[config.mk]
export PLATFORM = sky130hd
export DESIGN_NAME = m_axis_pixel_tx
export DESIGN_NICKNAME = d
export VERILOG_FILES = /design/src/rtl/m_axis_pixel_tx.sv
export SDC_FILE = /design/constraint.sdc
export NUM_CORES = 1
export LEC_CHECK = 0
export CAP_MARGIN = 10
export CORE_ASPECT_RATIO = 1.5
export CORE_MARGIN = 2
export CORE_UTILIZATION = 57
export CTS_CLUSTER_DIAMETER = 100
export DETAILED_ROUTE_END_ITERATION = 8
export PLACE_DENSITY = 0.76
export RECOVER_POWER = 100
export SYNTH_ARGS = -nofsm -noshare
export SYNTH_HDL_FRONTEND = slang
export SYNTH_SLANG_ARGS = --single-unit
export TNS_END_PERCENT = 100
[constraint.sdc]
create_clock -name clk -period 4.6 [get_ports clk]
set_input_delay 0.92 -clock clk [delete_from_list [all_inputs] [get_ports clk]]
set_output_delay 0.92 -clock clk [all_outputs]
set_load 0.1 [all_outputs]
[src/rtl/m_axis_pixel_tx.sv]
// Pixel stream to AXI-Stream master: buffers 24-bit pixels, packs them into 32-bit beats, frames them with TLAST.
// Latency: two cycles from an accepted pixel to TVALID when idle; backpressure is !full with no same-cycle pop bypass.
module m_axis_pixel_tx #(
    parameter int FRAME_BEATS = 960,
    parameter int FIFO_DEPTH  = 16
) (
    input  logic        clk,
    input  logic        rst,
    input  logic        in_valid,
    output logic        in_ready,
    input  logic [23:0] in_data,
    input  logic        in_last,
    output logic        m_axis_tvalid,
    input  logic        m_axis_tready,
    output logic [31:0] m_axis_tdata,
    output logic [3:0]  m_axis_tstrb,
    output logic        m_axis_tlast,
    output logic        frame_done,
    output logic        busy
);

    localparam int              AW        = $clog2(FIFO_DEPTH);
    localparam logic [AW:0]     DEPTH_C   = (AW+1)'(FIFO_DEPTH);
    localparam logic [AW:0]     CNT_ONE   = (AW+1)'(1);
    localparam logic [AW-1:0]   PTR_ONE   = AW'(1);
    localparam logic [10:0]     LAST_BEAT = 11'(FRAME_BEATS - 1);

    typedef enum logic {IDLE, STREAM} state_t;

    state_t        r_state;
    logic [24:0]   r_mem [FIFO_DEPTH];
    logic [AW-1:0] r_wr_ptr;
    logic [AW-1:0] r_rd_ptr;
    logic [AW:0]   r_count;
    logic [10:0]   r_beat_cnt;
    logic          r_frame_done;

    logic          w_empty;
    logic          w_full;
    logic [24:0]   w_head;
    logic          w_tvalid;
    logic          w_tlast;
    logic          w_push;
    logic          w_pop;

    assign w_empty  = (r_count == '0);
    assign w_full   = (r_count == DEPTH_C);
    assign w_head   = r_mem[r_rd_ptr];
    assign w_tvalid = (r_state == STREAM) && !w_empty;
    // Beat counter forces TLAST when the source never supplies in_last.
    assign w_tlast  = w_tvalid && (w_head[24] || (r_beat_cnt == LAST_BEAT));
    assign w_push   = in_valid && in_ready;
    assign w_pop    = w_tvalid && m_axis_tready;

    assign in_ready      = !rst && !w_full;
    assign m_axis_tvalid = w_tvalid;
    assign m_axis_tdata  = w_tvalid ? {8'h00, w_head[23:0]} : 32'h0;
    assign m_axis_tstrb  = 4'hF;
    assign m_axis_tlast  = w_tlast;
    assign frame_done    = r_frame_done;
    assign busy          = (r_state == STREAM) || !w_empty;

    // Storage is not reset; stale entries are never visible because outputs gate on occupancy.
    always_ff @(posedge clk) begin
        if (w_push) begin
            r_mem[r_wr_ptr] <= {in_last, in_data};
        end
    end

    always_ff @(posedge clk) begin
        if (rst) begin
            r_state      <= IDLE;
            r_wr_ptr     <= '0;
            r_rd_ptr     <= '0;
            r_count      <= '0;
            r_beat_cnt   <= '0;
            r_frame_done <= 1'b0;
        end else begin
            if (w_push) begin
                r_wr_ptr <= r_wr_ptr + PTR_ONE;
            end
            if (w_pop) begin
                r_rd_ptr <= r_rd_ptr + PTR_ONE;
            end
            case ({w_push, w_pop})
                2'b10:   r_count <= r_count + CNT_ONE;
                2'b01:   r_count <= r_count - CNT_ONE;
                default: r_count <= r_count;
            endcase

            r_frame_done <= w_pop && w_tlast;

            if (w_pop) begin
                r_beat_cnt <= w_tlast ? 11'd0 : r_beat_cnt + 11'd1;
            end

            // Every frame end drops to IDLE, giving at most one bubble between frames.
            case (r_state)
                IDLE: begin
                    if (!w_empty) begin
                        r_state <= STREAM;
                    end
                end
                STREAM: begin
                    if (w_pop && w_tlast) begin
                        r_state <= IDLE;
                    end
                end
                default: r_state <= IDLE;
            endcase
        end
    end

endmodule
==> impl.org <==
** Global routing
- Largest net degree at the start of global routing :: 45
- The first global-routing pass estimated 51.9 mm of wire.
- The via count of the first global-routing pass came to 8295.
- The total overflow left after global routing is 0.
- Antenna violations before repair :: 0
- Across every metal layer, demand over resource in global routing totals 0.233.

** Route
- The routed design has 34.9 mm of wire.
- Remaining antenna violation count :: 0
- Average via count per standard cell :: 6.23
- Number of iterations in the first detailed-routing pass :: 5
- Drt drc :: 0
- WL per Instance :: 26.4 um
- Total number of vias :: 8245
- In this run, the number of DRC markers left after iteration 0 of detailed routing was 779.

** Clock tree
- TritonCTS built the clock tree.
- After clock tree synthesis, the clock-pin slew on the worst setup and hold paths is 0.07 ns.
- In this run the number of H-tree levels came out at 2.
- The tree built by TritonCTS fans out to 430 sinks.
- Worst-skew pair later-pin latency :: 0.54 ns
- Number of gates resized after cts :: 0
- Hold bufs inserted after CTS :: 0
- Number of buffers added by the clock tree synthesis step :: 38
- Number of buffers inserted by post-CTS setup repair :: 0
- CTS root buffer :: sky130_fd_sc_hd__clkbuf_16
- Longest Clk Path Bufs :: 3

** Layout
- The number of antenna diodes in the final layout is 0.
- Relative area change from synthesis to final layout :: 12.5%
- Finished layout cell area :: 19100 sq um
- Of the cells placed in the final design, the portion with a size suffix greater than 1 is 0.248.
- After the last flow step, the layout net total stands at 939.
- The finished layout holds 1323 standard cells, fillers aside.

** Power and ir drop
- Static leakage :: 6.02 nW
- Summing internal, switching and leakage power gives 0.00783 W.
- Maximum VDD drop :: 0.000389 V
- Power per Cell Area :: 410 nW/um^2

** Setup path
- Data on the critical path is required at its endpoint by 3.68 ns.
- Walking the worst path, the cells encountered are nor4_1, nand2b_1, clkbuf_1, and3_1, buf_4.
- Cell with the largest stage delay on the worst path :: sky130_fd_sc_hd__clkbuf_1
- Largest incremental delay on the critical path :: 1.26 ns
- Data on the critical path arrives at its endpoint at 3.22 ns.
- Launching element type of the critical path :: register
- Biggest fanout along the worst timing path :: 25
- The worst setup path is captured at a primary output.
- The worst setup path is of the register to primary output kind.

** Die
- Measured along the x axis, the die boundary spans 145 um.
- Die Y :: 215 um
- The die covers 31200 sq um.
- I/O pin total :: 70
- The core region is 29400 sq um.
- Floorplan row count :: 77
- The initial utilization of the core area, before any placement, comes to 0.577.

** Status
- The checks that failed: capacitance limit, slew limit.
- The flow ran to the end, but the final reports show violations.

** STA
- The routed design could run at a clock period as short as 4.14 ns.
- Setup violations remaining at the end of the flow were counted as 0.
- RSZ-0062 raised after global routing :: no
- Number of failing hold endpoints at the final stage :: 0
- Top achievable clock speed :: 0.242 GHz
- For the final database, setup skew stands at 0.0120 ns.
- Of the available clock period, the critical path in the final layout requires 0.900.
- Slew headroom :: -0.473
- The total count of max-transition violations in the final report came to 91.
- Transition at the pin with the smallest max-transition slack :: 2.21 ns
- Summed over all failing endpoints, the final setup total negative slack is 0 ns.

** Logic synthesis
- After synthesis, the cell types taking the most area are sky130_fd_sc_hd__edfxtp_1 71%, sky130_fd_sc_hd__mux4_2 16%, sky130_fd_sc_hd__dfxtp_1 3.5%, sky130_fd_sc_hd__buf_4 1.1%, sky130_fd_sc_hd__and3_1 1.0%.
- The mapped netlist covers 17000 sq um.
- The synthesized netlist contains 54 unique library cells.
- Synthesis inferred 430 register bits.
- The share of synthesized area in the top cell type comes to 0.708.
- Synthesis warning total :: 0
- EDFF count, synth :: 400
- For this run, asynchronously set or reset flops after synthesis account for 0.
- Sequential element share of the synthesized area :: 0.743
- Gate Count Post-Synth :: 818
- Most used DFF post-synth :: sky130_fd_sc_hd__edfxtp_1
- Averaged over all synthesized cells, the footprint is 20.7 sq um.
- Yosys top cell by area :: sky130_fd_sc_hd__edfxtp_1

** Place
- Routability-driven placement finished with a final weighted congestion of 0.792.
- Placed wire-length estimate after detailed placement :: 18.7 mm
- # placed instances :: 1256
- Placement Cell Area :: 18100 sq um
- Port buffer count :: 57

** Worst hold path
- Kind of path behind the tightest hold check :: register to register

** Flow run
- Number of maximum-capacitance constraint violations :: 4
final timing paths:
path                                   endpoint           from  slack [ns]  cells past startpoint
worst min-delay path              r_beat_cnt[0]  r_beat_cnt[0]        0.50                      2
worst min register to register    r_beat_cnt[0]  r_beat_cnt[0]        0.50                      2
worst max register to register       r_count[4]     r_count[1]        0.73                     10
worst max-delay path            m_axis_tdata[7]     r_count[2]        0.46                      5
Yosys cell counts, drive strengths merged (2+ instances only):
library cell and instances:
clkbuf 20, nor2b 3, nand4 4, o211ai 2, xor2 9, a21o 2, or2 2, nand3 5
ha 9, inv 8, edfxtp 400, conb 2, buf 37, a31o 2, o21ai 6, nor3b 2
or4 4, nand2 28, o31ai 2, o21a 3, nor2 30, mux2i 10, nor3 6, nor4 4
xnor2 2, and3 27, dfxtp 30, a21oi 13, or3 4, nand3b 2, mux4 121, and2 3
nand2b 4
state kept, by name, summed over array words and instances, names as in the netlist, named ones only:
name        count
r_beat_cnt     11
r_state         1
r_rd_ptr        4
r_count         5
frame_done      1
r_wr_ptr        4
r_mem         400
stage by stage:
step / util / hold slack (ns) / worst slack (ns)
after CTS: 0.656 / 0.504 / 0.757
after global placement: 0.615 / 0.469 / 0.773
after global routing: 0.650 / 0.519 / 0.389
after floorplan: - / 0.458 / 0.865
after detailed placement: 0.615 / 0.490 / 0.728
final: 0.650 / 0.505 / 0.461
critical path: cells and delay by family, from the launching register on:
family | cells | cell delay, ns
AND/OR/NAND/NOR | 3 | 0.63
flip-flops | 1 | 0.48
buffers and inverters | 2 | 1.57
cells by family (layout without fill, tap and decap cells):
family	Yosys count	count (layout)	share of synthesized area
compound gates	37	37	0.0152
fa+ha+maj	9	9	0.00664
buf+inv	65	165	0.0210
xor+xnor	11	11	0.00568
flops	430	430	0.743
other cells	2	12	0.000443
simple gates	132	132	0.0406
mux	132	132	0.167
cells in the final DEF, fill, tap and decap left out, drive strengths merged, types with 9 or more instances in the layout:
| master | instances |
|---|---|
| mux2i | 10 |
| nand2 | 28 |
| dfxtp | 30 |
| edfxtp | 400 |
| mux4 | 121 |
| conb | 12 |
| clkbuf | 73 |
| and3 | 27 |
| buf | 37 |
| clkinv | 11 |
| xor2 | 9 |
| dlygate4sd3 | 28 |
| nor2 | 30 |
| inv | 10 |
| ha | 9 |
| a21oi | 13 |
cell type report:
| class | count | area, sq um |
|---|---|---|
| Fill cell | 1919 | 10300 |
| Inverter | 8 | 30.0 |
| Multi-Input combinational cell | 333 | 4050 |
| Sequential cell | 430 | 12600 |
| Clock inverter | 17 | 163 |
| Tap cell | 395 | 494 |
| Timing Repair Buffer | 90 | 714 |
| Clock buffer | 50 | 1020 |
where the power goes:
group	switching (W)	total (W)	internal, W
clock network	0.00132	0.00305	0.00173
registers	0.0000153	0.00432	0.00430
logic	0.000327	0.000459	0.000132
total	0.00166	0.00783	0.00616
metal layers:
metal	track usage	vias up	wire length [um]
met1	0.312	4317	13100
met3	0.0377	64	2220
met5	0	-	0
li1	-	3512	-
met4	0.0693	0	922
met2	0.396	352	18600
Power figures use the tool's default switching activity.
